<file path="config.mk">
export PLATFORM = sky130hd
export DESIGN_NAME = adc_trigger_front
export DESIGN_NICKNAME = d
export VERILOG_FILES = /design/src/rtl/adc_front_pkg.sv /design/src/rtl/adc_trig_cmp.sv /design/src/rtl/adc_trigger_front.sv
export SDC_FILE = /design/constraint.sdc
export NUM_CORES = 1
export LEC_CHECK = 0
export ABC_AREA = 1
export ABC_CLOCK_PERIOD_IN_PS = 5700
export CAP_MARGIN = 20
export CORE_MARGIN = 3
export CORE_UTILIZATION = 58
export DETAILED_ROUTE_END_ITERATION = 12
export PLACE_DENSITY = 0.86
export SYNTH_ARGS = -nofsm -noshare
export SYNTH_HDL_FRONTEND = slang
export SYNTH_SLANG_ARGS = --single-unit
</file>
<file path="constraint.sdc">
create_clock -name sys_clk -period 5.7 [get_ports sys_clk]
set_input_delay 1.14 -clock sys_clk [delete_from_list [all_inputs] [get_ports sys_clk]]
set_output_delay 1.14 -clock sys_clk [all_outputs]
set_load 0.01 [all_outputs]
</file>
<file path="src/rtl/adc_front_pkg.sv">
// Shared definitions for the dual-channel ADC trigger front end:
// capture state encoding, default widths and trigger edge constants.
package adc_front_pkg;

    localparam int DECIM_W_DEF = 8;
    localparam int LEN_W_DEF   = 24;

    localparam logic TRIG_RISING  = 1'b0;
    localparam logic TRIG_FALLING = 1'b1;

    typedef enum logic [1:0] {
        ST_IDLE    = 2'd0,
        ST_PRIME   = 2'd1,
        ST_ARMED   = 2'd2,
        ST_CAPTURE = 2'd3
    } front_state_t;

endpackage

</file>
<file path="src/rtl/adc_trig_cmp.sv">
// Level trigger comparator: registers the saturated prime thresholds derived
// from the latched level/hysteresis and flags prime and trigger conditions.
module adc_trig_cmp
    import adc_front_pkg::*;
(
    input  logic       clk,
    input  logic       rst,
    input  logic [7:0] sel,
    input  logic [7:0] level,
    input  logic [7:0] hyst,
    input  logic       trig_edge,
    output logic       prime_hit,
    output logic       trig_hit
);

    logic [8:0] lo_diff;
    logic [8:0] hi_sum;
    logic [7:0] lo_d, lo_q;
    logic [7:0] hi_d, hi_q;

    // 9-bit arithmetic so the borrow/carry selects the saturated value.
    always_comb begin
        lo_diff = {1'b0, level} - {1'b0, hyst};
        hi_sum  = {1'b0, level} + {1'b0, hyst};
        lo_d    = lo_diff[8] ? 8'h00 : lo_diff[7:0];
        hi_d    = hi_sum[8]  ? 8'hFF : hi_sum[7:0];
    end

    always_ff @(posedge clk) begin
        if (rst) begin
            lo_q <= 8'h00;
            hi_q <= 8'hFF;
        end else begin
            lo_q <= lo_d;
            hi_q <= hi_d;
        end
    end

    always_comb begin
        prime_hit = 1'b0;
        trig_hit  = 1'b0;
        if (trig_edge == TRIG_FALLING) begin
            prime_hit = (sel > hi_q);
            trig_hit  = (sel <= level);
        end else begin
            prime_hit = (sel < lo_q);
            trig_hit  = (sel >= level);
        end
    end

endmodule

</file>
<file path="src/rtl/adc_trigger_front.sv">
// Dual-channel ADC capture front end: conversion clock, decimation, armed
// level trigger with hysteresis and length-bounded sample stream.
module adc_trigger_front
    import adc_front_pkg::*;
#(
    parameter int DECIM_W = DECIM_W_DEF,
    parameter int LEN_W   = LEN_W_DEF
) (
    input  logic               sys_clk,
    input  logic               sys_rst,
    input  logic [7:0]         adc_in1,
    input  logic [7:0]         adc_in2,
    output logic               adc_clk,
    input  logic               arm,
    input  logic               abort,
    input  logic               force_trig,
    input  logic               trig_src,
    input  logic               trig_edge,
    input  logic [7:0]         trig_level,
    input  logic [7:0]         trig_hyst,
    input  logic [DECIM_W-1:0] decim,
    input  logic [LEN_W-1:0]   capture_len,
    output logic [15:0]        sample_data,
    output logic               sample_valid,
    output logic               triggered,
    output logic               done,
    output logic [1:0]         state,
    output logic [LEN_W-1:0]   sample_count
);

    logic               adc_clk_d, adc_clk_q;
    logic [15:0]        cap_data_d, cap_data_q;
    logic               cap_kept_d, cap_kept_q;
    logic [DECIM_W-1:0] dec_cnt_d, dec_cnt_q;
    front_state_t       state_d, state_q;
    logic               src_d, src_q;
    logic               edge_d, edge_q;
    logic [7:0]         level_d, level_q;
    logic [7:0]         hyst_d, hyst_q;
    logic [DECIM_W-1:0] decim_d, decim_q;
    logic [LEN_W-1:0]   len_d, len_q;
    logic               force_pend_d, force_pend_q;
    logic [LEN_W-1:0]   count_d, count_q;
    logic [15:0]        sample_data_d, sample_data_q;
    logic               sample_valid_d, sample_valid_q;
    logic               triggered_d, triggered_q;
    logic               done_d, done_q;
    logic               fire;
    logic [7:0]         sel;
    logic               prime_hit, trig_hit;

    assign sel = src_q ? cap_data_q[15:8] : cap_data_q[7:0];

    adc_trig_cmp u_cmp (
        .clk       (sys_clk),
        .rst       (sys_rst),
        .sel       (sel),
        .level     (level_q),
        .hyst      (hyst_q),
        .trig_edge (edge_q),
        .prime_hit (prime_hit),
        .trig_hit  (trig_hit)
    );

    always_comb begin
        adc_clk_d      = ~adc_clk_q;
        cap_data_d     = cap_data_q;
        cap_kept_d     = 1'b0;
        dec_cnt_d      = dec_cnt_q;
        state_d        = state_q;
        src_d          = src_q;
        edge_d         = edge_q;
        level_d        = level_q;
        hyst_d         = hyst_q;
        decim_d        = decim_q;
        len_d          = len_q;
        force_pend_d   = force_pend_q;
        count_d        = count_q;
        sample_data_d  = sample_data_q;
        sample_valid_d = 1'b0;
        triggered_d    = 1'b0;
        done_d         = 1'b0;
        fire           = 1'b0;

        if (adc_clk_q) begin
            cap_data_d = {adc_in2, adc_in1};
        end

        // Abort wins over everything; clearing cap_kept flushes the pipeline.
        if (abort) begin
            state_d      = ST_IDLE;
            force_pend_d = 1'b0;
        end else begin
            if (done_q) begin
                state_d = ST_IDLE;
            end
            if (force_trig && (state_q == ST_PRIME || state_q == ST_ARMED)) begin
                force_pend_d = 1'b1;
            end
            if (adc_clk_q && state_q != ST_IDLE) begin
                if (dec_cnt_q == '0) begin
                    cap_kept_d = 1'b1;
                    dec_cnt_d  = decim_q;
                end else begin
                    dec_cnt_d = dec_cnt_q - DECIM_W'(1);
                end
            end
            if (cap_kept_q) begin
                case (state_q)
                    ST_PRIME: begin
                        if (force_trig || force_pend_q) begin
                            fire = 1'b1;
                        end else if (prime_hit) begin
                            state_d = ST_ARMED;
                        end
                    end
                    ST_ARMED: begin
                        if (force_trig || force_pend_q || trig_hit) begin
                            fire = 1'b1;
                        end
                    end
                    ST_CAPTURE: begin
                        sample_valid_d = 1'b1;
                        count_d        = count_q + LEN_W'(1);
                    end
                    default: ;
                endcase
            end
            if (fire) begin
                state_d        = ST_CAPTURE;
                force_pend_d   = 1'b0;
                sample_valid_d = 1'b1;
                triggered_d    = 1'b1;
                count_d        = LEN_W'(1);
            end
            // Zero length means continuous capture, so it never completes.
            if (sample_valid_d) begin
                sample_data_d = cap_data_q;
                done_d        = (len_q != '0) && (count_d == len_q);
            end
            if (arm && state_q == ST_IDLE) begin
                src_d        = trig_src;
                edge_d       = trig_edge;
                level_d      = trig_level;
                hyst_d       = trig_hyst;
                decim_d      = decim;
                len_d        = capture_len;
                dec_cnt_d    = '0;
                count_d      = '0;
                force_pend_d = 1'b0;
                state_d      = ST_PRIME;
            end
        end
    end

    always_ff @(posedge sys_clk) begin
        if (sys_rst) begin
            adc_clk_q      <= 1'b0;
            cap_data_q     <= '0;
            cap_kept_q     <= 1'b0;
            dec_cnt_q      <= '0;
            state_q        <= ST_IDLE;
            src_q          <= 1'b0;
            edge_q         <= 1'b0;
            level_q        <= '0;
            hyst_q         <= '0;
            decim_q        <= '0;
            len_q          <= '0;
            force_pend_q   <= 1'b0;
            count_q        <= '0;
            sample_data_q  <= '0;
            sample_valid_q <= 1'b0;
            triggered_q    <= 1'b0;
            done_q         <= 1'b0;
        end else begin
            adc_clk_q      <= adc_clk_d;
            cap_data_q     <= cap_data_d;
            cap_kept_q     <= cap_kept_d;
            dec_cnt_q      <= dec_cnt_d;
            state_q        <= state_d;
            src_q          <= src_d;
            edge_q         <= edge_d;
            level_q        <= level_d;
            hyst_q         <= hyst_d;
            decim_q        <= decim_d;
            len_q          <= len_d;
            force_pend_q   <= force_pend_d;
            count_q        <= count_d;
            sample_data_q  <= sample_data_d;
            sample_valid_q <= sample_valid_d;
            triggered_q    <= triggered_d;
            done_q         <= done_d;
        end
    end

    assign adc_clk      = adc_clk_q;
    assign sample_data  = sample_data_q;
    assign sample_valid = sample_valid_q;
    assign triggered    = triggered_q;
    assign done         = done_q;
    assign state        = state_q;
    assign sample_count = count_q;

endmodule

</file>
==> impl_results.md <==
- Fin nets: 1205
- Final number of setup-violating endpoints: 0
- MaxCap Viol Count: 0
- Chip width: 117.0 um
- CP startpoint: src_q
- Post-Syn Instances: 985
- Fin. Hold Viols: 0
- WP data required: 6060 ps
- Final TNS setup: 0 ps
- Core area: 11710 um^2
- Post-CTS Resized: 0
- Outcome: completed
- CP startpoint kind: register
- Via count: 6936
- Vias in the first global route: 6355
- Latest clock arrival within the worst-skew pair: 420 ps
- Longest Clk Path Bufs: 2
- Largest net degree at the start of global routing: 58
- Total congestion overflow: 0
- Hold-fix buffers at CTS: 0
- Synth Flop Type: dfxtp_1
- WL per Instance: 15.03 um
- Fmax: 255.3 MHz
- Post-DP Area: 8354 um^2
- Clock sinks: 138
- Total CTS buffers: 17
- WS Path Type: reg2reg
- Worst path arrival time: 4280 ps
- Crit-path max FO: 25
- DRT Wirelength: 18660 um
- Area contributors post-synth: dfxtp_1, nand2_1, ha_1, a21oi_1, o21ai_0
- Net Count, Synth: 1104
- Initial Util: 0.6099
- Fin area: 8985 um^2
- PD cells: 285.7 nW/um^2
- GRT Total Usage: 0.2788
- Worst-margin pin slew: 1088 ps
- Worst reg2reg endpoint: done
- Synth cell types: 42
- Fin Hold WS: 463.0 ps
- GPL Wtd Cong: 0.9286
- H-Tree Depth: 4
- Hold Path Class: reg2reg
- Final ANT Viol Nets: 0
- Cell taking the most area after synthesis: dfxtp_1
- Post-place setup slack: 1864 ps
- Crit path time final: 3917 ps
- Die area: 13680 um^2
- Rows: 39
- DR iter-0 viols: 724
- Final Core Density: 0.7672
- Unrepaired setup endpoints after global routing: no
- Area Overhead vs Synth: 25.78%
- Clock slew at reported path FFs: 60 ps
- Diode count: 0
- Post-synth EDFFs: 0
- Port Buffers: 116
- Slew HR: 0.2725
- Clock root buffer: clkbuf_16
- CTS tree: yes
- Chip height: 117.0 um
- Async S/R FF share, synth: 0
- Most common cell after layout, fill and taps aside: nand2_1
- Initial antenna violation count: 0
- Worst reg2reg path startpoint: src_q
- Synthesis Warnings: 0
- Layout Skew: 8.994 ps
- Share of cells above drive strength 1: 0.05187
- Leak: 3.794 nW
- Post-Syn Area: 7143 um^2
- Worst Reg2Reg Path Length in Cells: 18
- Vias per cell: 5.585
- Seq cells post-synth: 138
- DRC errors left: 0
- Post-synthesis average cell area: 7.252 um^2
- Most frequent cells in the layout: nand2_1, dfxtp_1, inv_1
- Detailed placement HPWL: 13070 um
- Post-synthesis sequential area ratio: 0.3868
- Maximum VDD drop: 0.0002073 V
- Worst reg-to-reg setup slack: 1780 ps
- Ports: 117
- Final worst slack: 1783 ps
- Post-synth top area share: 0.3868
- Fin crit share: 0.6872
- Final Max Tran Viols: 0
- DR pass1 iterations: 5
- Critical Path End Type: register
- First-pass GRT wire length: 30260 um
- Critical path endpoint: done
- Post-CTS Setup Inserts: 0
metrics by stage:
step                      total power [mW]  cells
final                                2.567   1242
after global routing                 2.660   1242
after CTS                            2.563   1242
after detailed placement             1.395   1210
after global placement               1.385   1210
after floorplan                      1.275    985
routing by layer:
layer / track usage / up-vias / share of wire
li1: - / 3445 / -
met1: 0.3824 / 3122 / 0.45
met2: 0.4297 / 333 / 0.44
met3: 0.07609 / 36 / 0.093
met4: 0.08792 / 0 / 0.016
met5: 0 / - / 0
how the worst min path moves through the flow:
stage | depth (start not counted) | end | slack [ps] | start
6_report | 2 | sample_data[14] | 460 | sample_data[14]
5_1_grt | 2 | dec_cnt_q[7] | 480 | dec_cnt_q[7]
4_1_cts | 2 | sample_data[5] | 460 | sample_data[5]
3_5_place_dp | 2 | sample_data[12] | 460 | sample_data[12]
3_3_place_gp | 2 | sample_data[5] | 450 | sample_data[5]
2_1_floorplan | 2 | cap_data_q[6] | 440 | cap_data_q[6]
critical path: stages (launching register included):
cell and delay (ps):
dfxtp_1 660, o21ai_0 370, ha_1 380, nand2_1 70, nor2_1 210, nand2_1 110, nand2_1 70, nand2_1 50
nand3_1 70, nand2_1 50, nand2_1 60, nand2_1 480, nand2_2 500, nand2_1 160, nor2_1 230, nand2_1 80
nor2_1 110, nand3_1 100, nor2_2 100
power by group:
part | leakage, nW | switching (mW) | internal, mW
clock network | 0.289 | 0.417 | 0.756
logic | 2.38 | 0.203 | 0.142
registers | 1.13 | 0.0341 | 1.02
total | 3.79 | 0.654 | 1.91
cells in the mapped netlist (2+ instances only):
| cell | instances |
|---|---|
| nor3_2 | 2 |
| xor2_1 | 25 |
| fa_1 | 2 |
| o211ai_1 | 2 |
| dfxtp_1 | 138 |
| nor2_4 | 3 |
| o21bai_1 | 2 |
| nand2_2 | 5 |
| buf_2 | 4 |
| o22ai_1 | 14 |
| nor3b_1 | 3 |
| clkinv_1 | 7 |
| ha_1 | 46 |
| or2_2 | 2 |
| buf_4 | 3 |
| nand2_1 | 180 |
| o21ai_0 | 98 |
| o31ai_1 | 2 |
| a21oi_1 | 99 |
| inv_1 | 119 |
| a31oi_1 | 2 |
| nand4_1 | 7 |
| nor4_1 | 7 |
| nand3_1 | 63 |
| nor3_1 | 9 |
| nor3_4 | 2 |
| nor2_2 | 3 |
| xnor2_1 | 2 |
| o21ai_1 | 2 |
| clkbuf_1 | 31 |
| o221ai_1 | 3 |
| nor2_1 | 88 |
sequential cells by signal, summed over array words and instances (netlist names):
signal and flops:
edge_q 1, cap_kept_q 1, force_pend_q 1, triggered 1, done 1, decim_q 8, level_q 8, adc_clk 1
sample_count 24, hyst_q 8, sample_data 16, u_cmp.hi_q 8, sample_valid 1, dec_cnt_q 8, state 2, len_q 24
u_cmp.lo_q 8, cap_data_q 16, src_q 1
final cells by class:
class | instances | area (um^2)
Multi-Input combinational cell | 682 | 3745
Clock inverter | 10 | 166.4
Inverter | 127 | 476.7
Timing Repair Buffer | 120 | 1191
Clock buffer | 22 | 464.2
Tap cell | 143 | 178.9
Fill cell | 822 | 2726
Sequential cell | 138 | 2763
logic make-up after synthesis:
family	after synthesis	synth area share
AO/OA/AOI/OAI	228	0.1680
XOR/XNOR	27	0.03311
adder cells (fa/ha/maj)	48	0.08618
buffers and inverters	165	0.08898
flip-flops	138	0.3868
AND/OR/NAND/NOR	379	0.2370
(Power assumes the default switching activity.)
